===== src/rtl/dsp_adder32_pkg.sv =====
// Core-wide arithmetic constants shared by the split-carry adder and its halves.
package dsp_adder32_pkg;

  // Full operand width of the adder datapath.
  localparam int ADDER_WIDTH = 32;

  // Width of one half of the carry-chained datapath.
  localparam int ADDER_HALF = 16;

endpackage : dsp_adder32_pkg


===== src/rtl/dsp_add16.sv =====
// One 16-bit slice of the adder: purely combinational sum with carry in/out,
// mirroring the two-half carry chain of an iCE40 DSP accumulator.
module dsp_add16
  import dsp_adder32_pkg::*;
(
  input  logic [ADDER_HALF-1:0] a,
  input  logic [ADDER_HALF-1:0] b,
  input  logic                  carry_in,
  output logic [ADDER_HALF-1:0] sum,
  output logic                  carry_out
);

  // Widened sum; the extra top bit is the carry out of this slice.
  logic [ADDER_HALF:0] full_s;

  assign full_s    = {1'b0, a} + {1'b0, b} + {{ADDER_HALF{1'b0}}, carry_in};
  assign sum       = full_s[ADDER_HALF-1:0];
  assign carry_out = full_s[ADDER_HALF];

endmodule : dsp_add16


===== src/rtl/dsp_adder32.sv =====
// Registered 32-bit adder built from two 16-bit slices joined by a carry chain.
// One cycle of latency, one add per cycle, synchronous active-high reset.
module dsp_adder32
  import dsp_adder32_pkg::*;
(
  input  logic                   clk,
  input  logic                   reset,
  input  logic [ADDER_WIDTH-1:0] input1,
  input  logic [ADDER_WIDTH-1:0] input2,
  output logic [ADDER_WIDTH-1:0] out,
  output logic                   carry_out
);

  logic [ADDER_HALF-1:0] lo_sum_s;
  logic [ADDER_HALF-1:0] hi_sum_s;
  logic                  lo_carry_s;
  logic                  hi_carry_s;

  // Low half: no carry in, its carry out feeds the high half.
  dsp_add16 u_lo (
    .a         (input1[ADDER_HALF-1:0]),
    .b         (input2[ADDER_HALF-1:0]),
    .carry_in  (1'b0),
    .sum       (lo_sum_s),
    .carry_out (lo_carry_s)
  );

  // High half: its carry out is the carry out of bit 31.
  dsp_add16 u_hi (
    .a         (input1[ADDER_WIDTH-1:ADDER_HALF]),
    .b         (input2[ADDER_WIDTH-1:ADDER_HALF]),
    .carry_in  (lo_carry_s),
    .sum       (hi_sum_s),
    .carry_out (hi_carry_s)
  );

  // Output register: reset clears sum and carry, otherwise capture the new sum.
  always_ff @(posedge clk) begin
    if (reset) begin
      out       <= {ADDER_WIDTH{1'b0}};
      carry_out <= 1'b0;
    end else begin
      out       <= {hi_sum_s, lo_sum_s};
      carry_out <= hi_carry_s;
    end
  end

endmodule : dsp_adder32


===== config.mk =====
export PLATFORM = sky130hd
export DESIGN_NAME = dsp_adder32
export DESIGN_NICKNAME = d
export VERILOG_FILES = /design/src/rtl/dsp_adder32_pkg.sv /design/src/rtl/dsp_add16.sv /design/src/rtl/dsp_adder32.sv
export SDC_FILE = /design/constraint.sdc
export NUM_CORES = 1
export LEC_CHECK = 0
export CAP_MARGIN = 20
export CORE_AREA = 2 2 78 80
export CTS_CLUSTER_DIAMETER = 30
export DETAILED_ROUTE_END_ITERATION = 10
export DIE_AREA = 0 0 80 82
export PLACE_DENSITY = 0.75
export SLEW_MARGIN = 10
export SYNTH_ARGS = -nofsm -noshare
export SYNTH_HDL_FRONTEND = slang
export SYNTH_SLANG_ARGS = --single-unit

===== constraint.sdc =====
create_clock -name clk -period 5.6 [get_ports clk]
set_input_delay 1.12 -clock clk [delete_from_list [all_inputs] [get_ports clk]]
set_output_delay 1.12 -clock clk [all_outputs]
set_load 0.01 [all_outputs]

==> run_results.csv <==
group,metric,value,unit
status,status,"completed",
synthesis,synth.most_common_cell,"nor2_1",
setup_path,cp.arrival,5.01,ns
sta,fin_setup_tns,0,ns
setup_path,end_kind,"flip-flop",
global_route,overflow,0,
synthesis,yosysWarnings,0,
final_layout,drive_gt1_share,6.45,%
power_and_ir_drop,power_density,235,nW/µm²
final_layout,antenna_cells,0,
sta,setup_ws,0.756,ns
sta,report.final.slew_viol_count,0,
sta,timing.fmax,0.206,GHz
routing,viasPerCell,5.24,
clocking,cts_buffers,5,
setup_path,path_max_fanout,4,
clocking,cts_setup_buffers,0,
routing,drt-pass1-iter-count,4,
global_route,grt_pass1_vias,2266,
synthesis,synth-seq-cells,33,
place,hpwl,5040,µm
job,drv_cap,0,
synthesis,syn_avg_cell_area,8.79,µm²
clocking,cts_resized,0,
final_layout,syn_to_final_growth,49.9,%
clocking,cts.htree.levels,2,
clocking,cts_root_buf,"clkbuf_8",
global_route,track_usage,19.4,%
setup_path,worstPathCellList,"clkdlybuf4s50_1, ha_1, fa_1, a21o_1, a221oi_2, o21a_1, o21ai_1, a221oi_1, fa_1, fa_1, nor2b_4, o31a_1, o21ai_1, a21oi_1, a31oi_1, mux2_2",
routing,drc,0,
floorplan,core_area,5750,µm²
synthesis,synth_cells,270,
synthesis,synth.distinct_cells,51,
hold_path,min_path_type,"input pin to flip-flop",
setup_path,cp_slowest_cell,"clkdlybuf4s50_1",
setup_path,startpoint_type,"input pin",
power_and_ir_drop,ir_worst_vdd,0.113,mV
hold_path,min_to,"out[16]",
setup_path,critical_path_class,"input pin to flip-flop",
floorplan,die_x,80,µm
clocking,cts.sinks,33,
routing,dr_wl_met2,3300,µm
synthesis,synth_area,2370,µm²
synthesis,yosys-top-cells-count,"nor2_1 (37), dfxtp_1 (33), ha_1 (31)",
floorplan,initial_core_util,41.3,%
global_route,antenna_found_initial,0,
setup_path,worstPathRequired,5.76,ns
routing,drt_iter0_markers,128,
synthesis,synth_area_leader_cell,"dfxtp_1",
routing,drt-met1-wl,2390,µm
synthesis,synth-edff-count,0,
routing,wire_per_inst,13.9,µm
floorplan,die_h,82,µm
synthesis,ys_seq_area_share,27.8,%
final_layout,finalNetCount,471,
power_and_ir_drop,p_leak,1.53,nW
synthesis,synth_nets,370,
synthesis,ys.flop_type,"dfxtp_1",
floorplan,placementRows,28,
synthesis,synth_top_area_share,27.8,%
sta,setup_violations,0,
routing,ant_nets,0,
setup_path,slowest_delay,0.41,ns
sta,min_period,4.84,ns
routing,wl,6220,µm
clocking,tritoncts,"yes",
place,place_ws,0.473,ns
floorplan,io_pins,99,
floorplan,dieArea,6560,µm²
sta,hold_viol,0,
routing,wl_met3,476,µm
hold_path,min_path_cells,4,
setup_path,path_common_cell,"fa_1",
routing,routed.top_layer,"met4",
place,portBuffers,98,
sta,slew_headroom,39.9,%
global_route,grt_max_degree,24,
sta,fin_crit_sh,86.5,%
sta,grt_setup_unrepaired,"no",
sta,max_slew.worst_pin.slew,0.899,ns
synthesis,async_flop_share,0,%
hold_path,min_from,"input2[16]",
place,gp_congestion,0.864,
global_route,grt_pass1_wl,10100,µm
clocking,path_clk_slew,0.07,ns
clocking,clock_path_buffers,2,
synthesis,yosys-top-cells-area,"dfxtp_1 (28%), ha_1 (16%), nor2_1 (5.9%)",
clocking,cts_hold_buf,0,
routing,vias,2344,
==> sequential cells by signal, indices dropped and copies added, names as in the netlist <==
register and cells:
carry_out 1, out 32
==> power breakdown <==
group,internal (W),switching (W),total [W]
Combinational,0.000181,0.000147,0.000327
Clock,0.000145,0.0000871,0.000232
Sequential,0.000266,0.00000850,0.000275
==> per-layer routing <==
metal / GRT usage (%) / up-vias
li1: - / 1179
met1: 20.5 / 1060
met2: 38.6 / 97
met3: 4.62 / 8
met4: 4.58 / 0
met5: 0 / -
==> worst max-delay path, delay by kind of cell <==
kind | cells | cell delay [ns]
compound gates | 9 | 1.90
fa+ha+maj | 4 | 1.18
buf+inv | 1 | 0.41
mux | 1 | 0.36
simple gates | 1 | 0.06
==> how the worst max path moves through the flow <==
stage,from,end,slack (ns),depth (start not counted)
after floorplan,input1[0],out[26],1.11,15
after global placement,input1[0],out[26],0.61,16
after detailed placement,input1[0],out[26],0.47,16
after CTS,input1[0],out[26],0.75,16
after global routing,input2[0],out[26],0.46,16
final,input1[0],out[26],0.76,16
==> per-stage QoR <==
stage	utilization (%)	total power, W	hold slack (ns)	cells	cell area, µm²
finish	61.9	0.000834	1.56	447	3560
global route	61.9	0.000885	1.58	447	3560
CTS	61.9	0.000842	1.56	447	3560
detailed placement	59.9	0.000607	1.86	439	3440
global placement	59.9	0.000602	1.83	439	3440
floorplan	-	0.000460	1.34	270	2370
==> placed cells by master (no fill, tap or decap), drive strengths merged, types with 3 or more instances in the layout <==
cell           netlist  routed
ha                  31      31
clkbuf               6       7
o21a                11      11
a31oi                5       5
nand2               11      11
nor2                37      37
xor2                 8       8
nand3                4       4
dfxtp               33      33
xnor2               11      11
a21oi               19      19
nor2b               10      10
fa                   3       3
o21ai               11      11
a211oi               5       5
inv                  8       8
clkdlybuf4s50        0      98
and3                 4       4
a221oi               4       4
nor3                 7       7
a21o                12      12
mux2                 4       4
==> kinds of logic after synthesis <==
logic type | count (synthesis) | synth area share, %
AOI/OAI and AO/OA | 80 | 24.1
buffers and inverters | 14 | 2.22
and+or+nand+nor | 85 | 17.7
DFF | 33 | 27.8
xor gates and xnor gates | 19 | 7.01
muxes | 5 | 2.32
adders and majority gates | 34 | 18.9
==> cell type report <==
cell class,count,area [µm²]
inverter,8,30.0
timing repair buffer,100,996
sequential,33,661
multi-input combinational,223,1660
clock buffer,7,86.3
tap,75,93.8
clock inverter,1,30.0
fill,515,2190
Power figures use the tool's default switching activity.
